===== src/rtl/adc16dv160_rx.sv =====
// ADC16DV160 8-lane DDR receiver: trains half-word alignment on a test word,
// reassembles 16-bit samples and buffers them in a FIFO with a valid/ready output.
module adc16dv160_rx #(
   parameter logic [15:0] TRAIN_PATTERN = 16'hA53C,
   parameter int unsigned LOCK_COUNT    = 8,
   parameter int unsigned FIFO_DEPTH    = 16
) (
   input  logic        clk,
   input  logic        rst_n,
   input  logic [7:0]  d_fall,
   input  logic [7:0]  d_rise,
   input  logic        en,
   input  logic        train,
   output logic [15:0] m_tdata,
   output logic        m_tvalid,
   input  logic        m_tready,
   output logic        locked,
   output logic        ovf,
   input  logic        ovf_clr,
   output logic [31:0] sample_cnt
);

   localparam int unsigned AW = $clog2(FIFO_DEPTH);
   localparam int unsigned CW = 8;

   typedef enum logic {S_TRAIN = 1'b0, S_LOCKED = 1'b1} state_t;

   function automatic logic [15:0] weave(input logic [7:0] hi, input logic [7:0] lo);
      logic [15:0] w;
      w = '0;
      for (int i = 0; i < 8; i++) begin
         w[2*i+1] = hi[i];
         w[2*i]   = lo[i];
      end
      return w;
   endfunction

   logic [7:0]    fall_q, fall_d, rise_q, rise_d, prev_rise_q, prev_rise_d;
   logic          en_q, en_d;
   state_t        state_q, state_d;
   logic          slip_q, slip_d;
   logic [CW-1:0] cnt0_q, cnt0_d, cnt1_q, cnt1_d;
   logic          locked_q, locked_d;
   logic [15:0]   asm_word_q, asm_word_d;
   logic          asm_vld_q, asm_vld_d;
   logic [AW-1:0] wr_ptr_q, wr_ptr_d, rd_ptr_q, rd_ptr_d;
   logic [AW:0]   count_q, count_d;
   logic          tvalid_q, tvalid_d;
   logic          ovf_q, ovf_d;
   logic [31:0]   sample_cnt_q, sample_cnt_d;
   logic [15:0]   mem [FIFO_DEPTH];

   logic [15:0]   cand0, cand1;
   logic          push, pop, full, accept, ovf_set;

   always_comb begin
      fall_d       = d_fall;
      rise_d       = d_rise;
      prev_rise_d  = rise_q;
      en_d         = en;
      state_d      = state_q;
      slip_d       = slip_q;
      cnt0_d       = cnt0_q;
      cnt1_d       = cnt1_q;
      cand0        = weave(fall_q, rise_q);
      cand1        = weave(prev_rise_q, fall_q);

      // Training: per-alignment run-length of matching words, saturating at LOCK_COUNT
      case (state_q)
         S_TRAIN: begin
            if (cand0 == TRAIN_PATTERN)
               cnt0_d = (cnt0_q == CW'(LOCK_COUNT)) ? cnt0_q : cnt0_q + CW'(1);
            else
               cnt0_d = '0;
            if (cand1 == TRAIN_PATTERN)
               cnt1_d = (cnt1_q == CW'(LOCK_COUNT)) ? cnt1_q : cnt1_q + CW'(1);
            else
               cnt1_d = '0;
            if (!train) begin
               if (cnt0_d == CW'(LOCK_COUNT)) begin
                  state_d = S_LOCKED;
                  slip_d  = 1'b0;
               end else if (cnt1_d == CW'(LOCK_COUNT)) begin
                  state_d = S_LOCKED;
                  slip_d  = 1'b1;
               end
            end
         end
         S_LOCKED: begin
            if (train) begin
               state_d = S_TRAIN;
               cnt0_d  = '0;
               cnt1_d  = '0;
            end
         end
         default: state_d = S_TRAIN;
      endcase
      locked_d = (state_d == S_LOCKED);

      asm_word_d = slip_q ? cand1 : cand0;
      asm_vld_d  = (state_q == S_LOCKED) && en_q;

      // FIFO: a push into a full FIFO is only accepted when a pop frees a slot
      push     = asm_vld_q && (state_q == S_LOCKED);
      pop      = tvalid_q && m_tready;
      full     = (count_q == (AW+1)'(FIFO_DEPTH));
      accept   = push && (!full || pop);
      ovf_set  = push && full && !pop;
      wr_ptr_d = wr_ptr_q + AW'(accept);
      rd_ptr_d = rd_ptr_q + AW'(pop);
      count_d  = count_q + (AW+1)'(accept) - (AW+1)'(pop);
      tvalid_d = (count_d != '0);
      ovf_d    = ovf_set ? 1'b1 : (ovf_clr ? 1'b0 : ovf_q);
      sample_cnt_d = sample_cnt_q + 32'(accept);
   end

   always_ff @(posedge clk or negedge rst_n) begin
      if (!rst_n) begin
         fall_q       <= '0;
         rise_q       <= '0;
         prev_rise_q  <= '0;
         en_q         <= 1'b0;
         state_q      <= S_TRAIN;
         slip_q       <= 1'b0;
         cnt0_q       <= '0;
         cnt1_q       <= '0;
         locked_q     <= 1'b0;
         asm_word_q   <= '0;
         asm_vld_q    <= 1'b0;
         wr_ptr_q     <= '0;
         rd_ptr_q     <= '0;
         count_q      <= '0;
         tvalid_q     <= 1'b0;
         ovf_q        <= 1'b0;
         sample_cnt_q <= '0;
      end else begin
         fall_q       <= fall_d;
         rise_q       <= rise_d;
         prev_rise_q  <= prev_rise_d;
         en_q         <= en_d;
         state_q      <= state_d;
         slip_q       <= slip_d;
         cnt0_q       <= cnt0_d;
         cnt1_q       <= cnt1_d;
         locked_q     <= locked_d;
         asm_word_q   <= asm_word_d;
         asm_vld_q    <= asm_vld_d;
         wr_ptr_q     <= wr_ptr_d;
         rd_ptr_q     <= rd_ptr_d;
         count_q      <= count_d;
         tvalid_q     <= tvalid_d;
         ovf_q        <= ovf_d;
         sample_cnt_q <= sample_cnt_d;
      end
   end

   // Storage is not reset; the pointers alone define the FIFO contents
   always_ff @(posedge clk) begin
      if (accept) mem[wr_ptr_q] <= asm_word_q;
   end

   assign m_tdata    = mem[rd_ptr_q];
   assign m_tvalid   = tvalid_q;
   assign locked     = locked_q;
   assign ovf        = ovf_q;
   assign sample_cnt = sample_cnt_q;

endmodule

===== config.mk =====
export PLATFORM = sky130hd
export DESIGN_NAME = adc16dv160_rx
export DESIGN_NICKNAME = d
export VERILOG_FILES = /design/src/rtl/adc16dv160_rx.sv
export SDC_FILE = /design/constraint.sdc
export NUM_CORES = 1
export LEC_CHECK = 0
export ABC_AREA = 1
export CORE_MARGIN = 8
export CORE_UTILIZATION = 54
export DETAILED_ROUTE_END_ITERATION = 8
export PLACE_DENSITY = 0.83
export SLEW_MARGIN = 10
export SYNTH_ARGS = -nofsm -noshare
export SYNTH_HDL_FRONTEND = slang
export SYNTH_SLANG_ARGS = --single-unit

===== constraint.sdc =====
create_clock -name clk -period 2.4 [get_ports clk]
set_input_delay 0.24 -clock clk [delete_from_list [all_inputs] [get_ports clk]]
set_output_delay 0.24 -clock clk [all_outputs]
set_load 0.03 [all_outputs]

==> results.toml, run 1 <==
[status]
status = "finished with violations"
violations = "negative setup slack"

[timing]
setup-tns-final_ns = -1.086
rsz0062_at_grt = "yes"
setup_viol = 15
slew_viol_final = 0
relSlewSlack = 0.5668
max_freq_mhz = 390.1
min_period_ns = 2.564
finalWorstSetupSlack_ns = -0.1637
fin_skew_ns = 0.02490
hold_viol = 0
finalCritPeriodShare = 1.068
worst_pin_slew_ns = 0.6497
fin_hold_ws_ns = 0.1436

[power]
vdd_drop_max_mv = 0.5786
p_leak_nw = 7.240
power.density_nw_per_um2 = 1129

[synthesis]
netlist_area_um2 = 14860
synth-seq-cells = 363
yosysSeqAreaShare = 0.6977
synth_edf_count = 256
synth_nets = 1284
avgSynthCellArea_um2 = 11.93
synth_cells = 1245
ys.flop_type = "edfxtp_1"
yosysMostFrequentCell = "edfxtp_1"
yosysUniqueCellTypes = 40
synth_area_leader_cell = "edfxtp_1"
netlist.area_leader.share = 0.5174
synth_common_cells = "edfxtp_1, nand2_1, nor2_1, dfrtp_1, o21ai_0"
yosysWarnings = 0
async_flop_share = 0.2948
ys_top_cells_by_area = "edfxtp_1, dfrtp_1, nand2_1"

[routing]
drt-total-wl_mm = 41.66
wire_per_inst_um = 23.38
drtPass1Iterations = 5
antenna_left = 0
drt_iter0_markers = 1354
routed_via_density = 6.177
drc_errors = 0
vias = 11007

[critical_path]
regToRegStartpoint = "count_q[3]$_DFF_PN0_"
rr_worst_depth = 12
end_kind = "output port"
worst-setup-path-type = "flip-flop to output port"
reg2reg_slack_ns = 0.09
crit_arrival_ns = 2.32
crit_path_start_kind = "flip-flop"
r2r-end = "m_tvalid$_DFF_PN0_"
path_max_fanout = 8
required_ns = 2.16

[layout]
area_growth_pct = 26.92
final_nets = 1452
finalInstanceArea_um2 = 18860
antennaDiodeCount = 0
final_layout_size_suffix_gt1_frac = 0.1943
fillCellCount = 1643

[clock_tree]
clkLatencyLatePin_ns = 0.54
cts_sinks = 363
cts-buffers-inserted = 37
cts-root-buf = "clkbuf_16"
clk_pin_slew_ns = 0.06
htree_levels = 2
cts_tree = "built"
clockBufferDepth = 3

[die]
ios = 73
core-area_um2 = 26950
rows = 60
die_x_um = 181.9
start_util = 0.5513
die_area_um2 = 33080
die_y_um = 181.9

[placement]
placed_area_um2 = 16400
portBuffers = 72
dp_hpwl_mm = 20.88
place_worst_setup_slack_ns = -0.2398
routabilityCongestion = 0.8470

[worst_hold_path]
hold_path_end = "fall_q[1]$_DFF_PN0_"
worstHoldStart = "d_fall[1]"
min_path_type = "input port to flip-flop"
worstHoldPathCells = 1

[global_route]
grt_pass1_vias = 10702
grt_max_degree = 67
grt_pass1_wl_mm = 57.87
overflow = 0
antenna_found_initial = 0
grt.total_usage = 0.2252

[job]
drv_cap = 0
report_power, final:
part | internal [mW] | leakage (nW) | switching, mW | total [mW]
logic | 3.61 | 3.02 | 4.86 | 8.47
clock network | 3.29 | 0.573 | 2.42 | 5.72
registers | 6.86 | 3.65 | 0.244 | 7.10
total | 13.8 | 7.24 | 7.53 | 21.3
through the flow:
stage,total power [mW],std cells,util
floorplan,10.37,1245,-
global placement,12.42,1660,0.6085
detailed placement,12.63,1660,0.6085
CTS,19.44,1751,0.6730
global route,21.82,1782,0.6996
finish,21.29,1782,0.6996
worst max-delay path by stage:
stage                     depth (start not counted)                  endpoint                  start
after floorplan                                  15  sample_cnt[24]$_DFF_PN0_       locked$_DFF_PN0_
after global placement                           15  sample_cnt[24]$_DFF_PN0_               m_tready
after detailed placement                         13        m_tvalid$_DFF_PN0_               m_tready
after CTS                                         8               m_tdata[10]  rd_ptr_q[0]$_DFF_PN0_
after global routing                              9                m_tdata[6]  rd_ptr_q[1]$_DFF_PN0_
final                                             9                m_tdata[6]  rd_ptr_q[1]$_DFF_PN0_
cells by family after synthesis:
| group | Yosys count | synth area share |
|---|---|---|
| buffers and inverters | 131 | 0.03512 |
| DFF | 363 | 0.6977 |
| and+or+nand+nor | 471 | 0.1396 |
| xor gates and xnor gates | 42 | 0.02577 |
| adders and majority gates | 17 | 0.01482 |
| AOI/OAI and AO/OA | 221 | 0.08700 |
final cells by class:
type / instances / area [um^2] / share of cell area
flip-flops and latches: 363 / 10370 / 0.5500
multi-input cells: 751 / 4320 / 0.2291
repair buffers: 179 / 2211 / 0.1173
clock buffers: 55 / 1064 / 0.05640
well taps: 341 / 426.7 / 0.02263
inverters: 80 / 332.8 / 0.01765
clock inverters: 12 / 118.9 / 0.006304
repair inverters: 1 / 11.26 / 0.0005972
sequential cells by signal, summed over array words and instances (netlist names):
register and cells:
rd_ptr_q 4, cnt0_q 8, m_tvalid 1, cnt1_q 8, slip_q 1, prev_rise_d 8, ovf 1, wr_ptr_q 4
asm_word_q 16, mem 256, en_q 1, sample_cnt 32, count_q 5, prev_rise_q 8, locked 1, fall_q 8
asm_vld_q 1
placed cells by master (no fill, tap or decap), drive strengths merged, types with 16 or more instances in the layout:
cell type / Yosys / final
a21oi: 46 / 46
inv: 78 / 77
edfxtp: 256 / 256
ha: 16 / 16
nand3: 55 / 55
xor2: 29 / 29
a221oi: 20 / 20
buf: 26 / 114
o21ai: 104 / 104
clkbuf: 25 / 64
dfrtp: 107 / 107
o22ai: 33 / 33
nor2: 136 / 136
nand4: 21 / 21
nand2: 237 / 237
clkdlybuf4s50: 0 / 55
per-layer routing:
layer  part of all wire  vias up  global-route usage
met5                  0        -                   0
met4              0.059        0              0.1092
met3               0.11      199             0.05469
met2               0.47      826              0.3715
met1               0.36     5248              0.2754
li1                   -     4734                   -
worst max-delay path: stages, from the launching register on:
cell      delay [ns]
dfrtp_2         0.45
buf_12          0.14
inv_8           0.08
buf_12          0.15
buf_12          0.15
o21ai_2         0.07
o221ai_2        0.20
nand4_1         0.21
nand2_2         0.18
buf_6           0.15
timing repair:
action,in CTS,in global routing
hold buffers,1,0
pin swaps,10,47
buffers inserted,17,21
setup endpoints to repair,23,27
cloned,6,12
hold endpoints to repair,41,0
resized for setup,72,111
No activity file was read; power rests on OpenSTA's default activity.
==> run 2: changes to the inputs <==
Settings changed: GPL_ROUTABILITY_DRIVEN from default to 0, GPL_TIMING_DRIVEN from default to 0.
==> results.toml, run 2 (same netlist as run 1, synthesis figures left out) <==
[layout]
largest_reg_flops = 256
antennaDiodeCount = 0
regMostFlops = "mem"
final_nets = 1432
layout_common_cells = "edfxtp_1, nand2_1, nor2_1"
fillCellCount = 1758
final_common_cell = "edfxtp_1"
layout.cells.non_filler = 1763
final_layout_size_suffix_gt1_frac = 0.1969
multi_input_area_um2 = 4453
seq_area_um2 = 10370
area_growth_pct = 24.63

[global_route]
overflow = 0
grt_pass1_wl_mm = 61.98
grt_pass1_vias = 11072
grt.total_usage = 0.2403
antenna_found_initial = 0
grt_max_degree = 80

[critical_path]
required_ns = 2.16
crit_path_start_kind = "flip-flop"
path_max_fanout = 5
critPathMaxStageDelay_ns = 0.45
reg2reg_slack_ns = -0.04
end_kind = "output port"
crit_family = "compound AO/OA/AOI/OAI gates"
worst-setup-path-type = "flip-flop to output port"
crit_arrival_ns = 2.42
crit_chain = "inv_4 -> clkbuf_16 -> buf_16 -> o21ai_1 -> o22ai_1 -> o2111ai_2 -> nand2_2 -> buf_6"
cp_slowest_cell = "dfrtp_2"
crit_buf_inv = 4

[timing]
hold_viol = 0
finalCritPeriodShare = 1.107
rsz0062_at_grt = "yes"
finalWorstSetupSlack_ns = -0.2577
relSlewSlack = 0.4200
slew_viol_final = 0
setup_viol = 56
worst_pin_slew_ns = 0.8691
fin_skew_ns = 0.03270
min_period_ns = 2.658
max_freq_mhz = 376.3

[clock_tree]
clkLatencyLatePin_ns = 0.55
clk_pin_slew_ns = 0.06
cts-root-buf = "clkbuf_16"
cts-buffers-inserted = 38
cts_sinks = 363
cts_tree = "built"
htree_levels = 2
clockBufferDepth = 3

[routing]
routed_via_density = 6.268
wire_per_inst_um = 24.02
wl_met2_mm = 20.33
wirelength_met1_mm = 15.11
drt_iter0_markers = 1529
highest_layer = "met4"
drtPass1Iterations = 6
dr_wl_met3_mm = 4.560
drt-total-wl_mm = 42.34
vias = 11051
drc_errors = 0
antenna_left = 0

[placement]
dp_hpwl_mm = 24.68
placed_cells = 1669
portBuffers = 72

[job]
drv_cap = 0

[status]
status = "finished with violations"
violations = "negative setup slack"

[die]
die_y_um = 181.9
die_x_um = 181.9
start_util = 0.5513
core-area_um2 = 26950
ios = 73
rows = 60
die_area_um2 = 33080

[power]
power.density_nw_per_um2 = 1118
vdd_drop_max_mv = 0.7516
total_power_mw = 20.69
p_leak_nw = 7.090

[worst_hold_path]
min_path_type = "input port to asynchronous set/reset pin"
[run 2: final timing paths]
check | from | depth (start not counted) | end
worst max register to register | count_q[2]$_DFF_PN0_ | 9 | mem[6][5]$_DFFE_PP_
worst min-delay path | rst_n | 2 | rd_ptr_q[3]$_DFF_PN0_
worst max-delay path | rd_ptr_q[0]$_DFF_PN0_ | 8 | m_tdata[14]
min in group clk | d_rise[3] | 1 | prev_rise_d[3]$_DFF_PN0_
worst min register to register | prev_rise_d[0]$_DFF_PN0_ | 0 | prev_rise_q[0]$_DFF_PN0_
max in group asynchronous | rst_n | 3 | count_q[1]$_DFF_PN0_
[run 2: layout make-up]
class	instances	area share
Timing Repair Buffer	111	0.06419
Sequential cell	363	0.5602
Tap cell	341	0.02304
Multi-Input combinational cell	751	0.2405
Clock buffer	57	0.06122
Inverter	80	0.01656
Clock inverter	12	0.005744
Buffer	48	0.02858
[run 2: per-stage QoR]
stage	hold WS, ns	util	worst slack (ns)	area (um^2)	TNS (ns)
after floorplan	-0.05559	-	0.01772	14860	0
after global placement	0.3910	0.5939	-3.242	16010	-480.31
after detailed placement	0.1349	0.6016	-0.5225	16210	-49.38
after CTS	0.1319	0.6706	-0.08384	18070	-0.09411
after global routing	0.1412	0.6870	-0.2567	18520	-4.832
final	0.1393	0.6870	-0.2577	18520	-1.923
[run 2: power breakdown]
part	leakage, nW	switching [mW]	internal (mW)	total, mW
Clock	0.612	2.47	3.39	5.87
Sequential	3.65	0.270	6.86	7.13
Combinational	2.83	4.76	2.94	7.70
[run 2: timing repair]
| item | 4_1_cts | 5_1_grt |
|---|---|---|
| pin swaps | 24 | 26 |
| endpoints found under the hold margin | 107 | 0 |
| gates cloned | 3 | 4 |
| setup endpoints to repair | 155 | 132 |
| setup buffers | 7 | 13 |
| resized for setup | 279 | 71 |
| hold buffers | 1 | 0 |
[run 2: metal layers]
layer,vias to the layer above,GRT usage
met1,5360,0.2971
met4,0,0.1286
met5,-,0
met2,803,0.3877
met3,186,0.05749
li1,4702,-
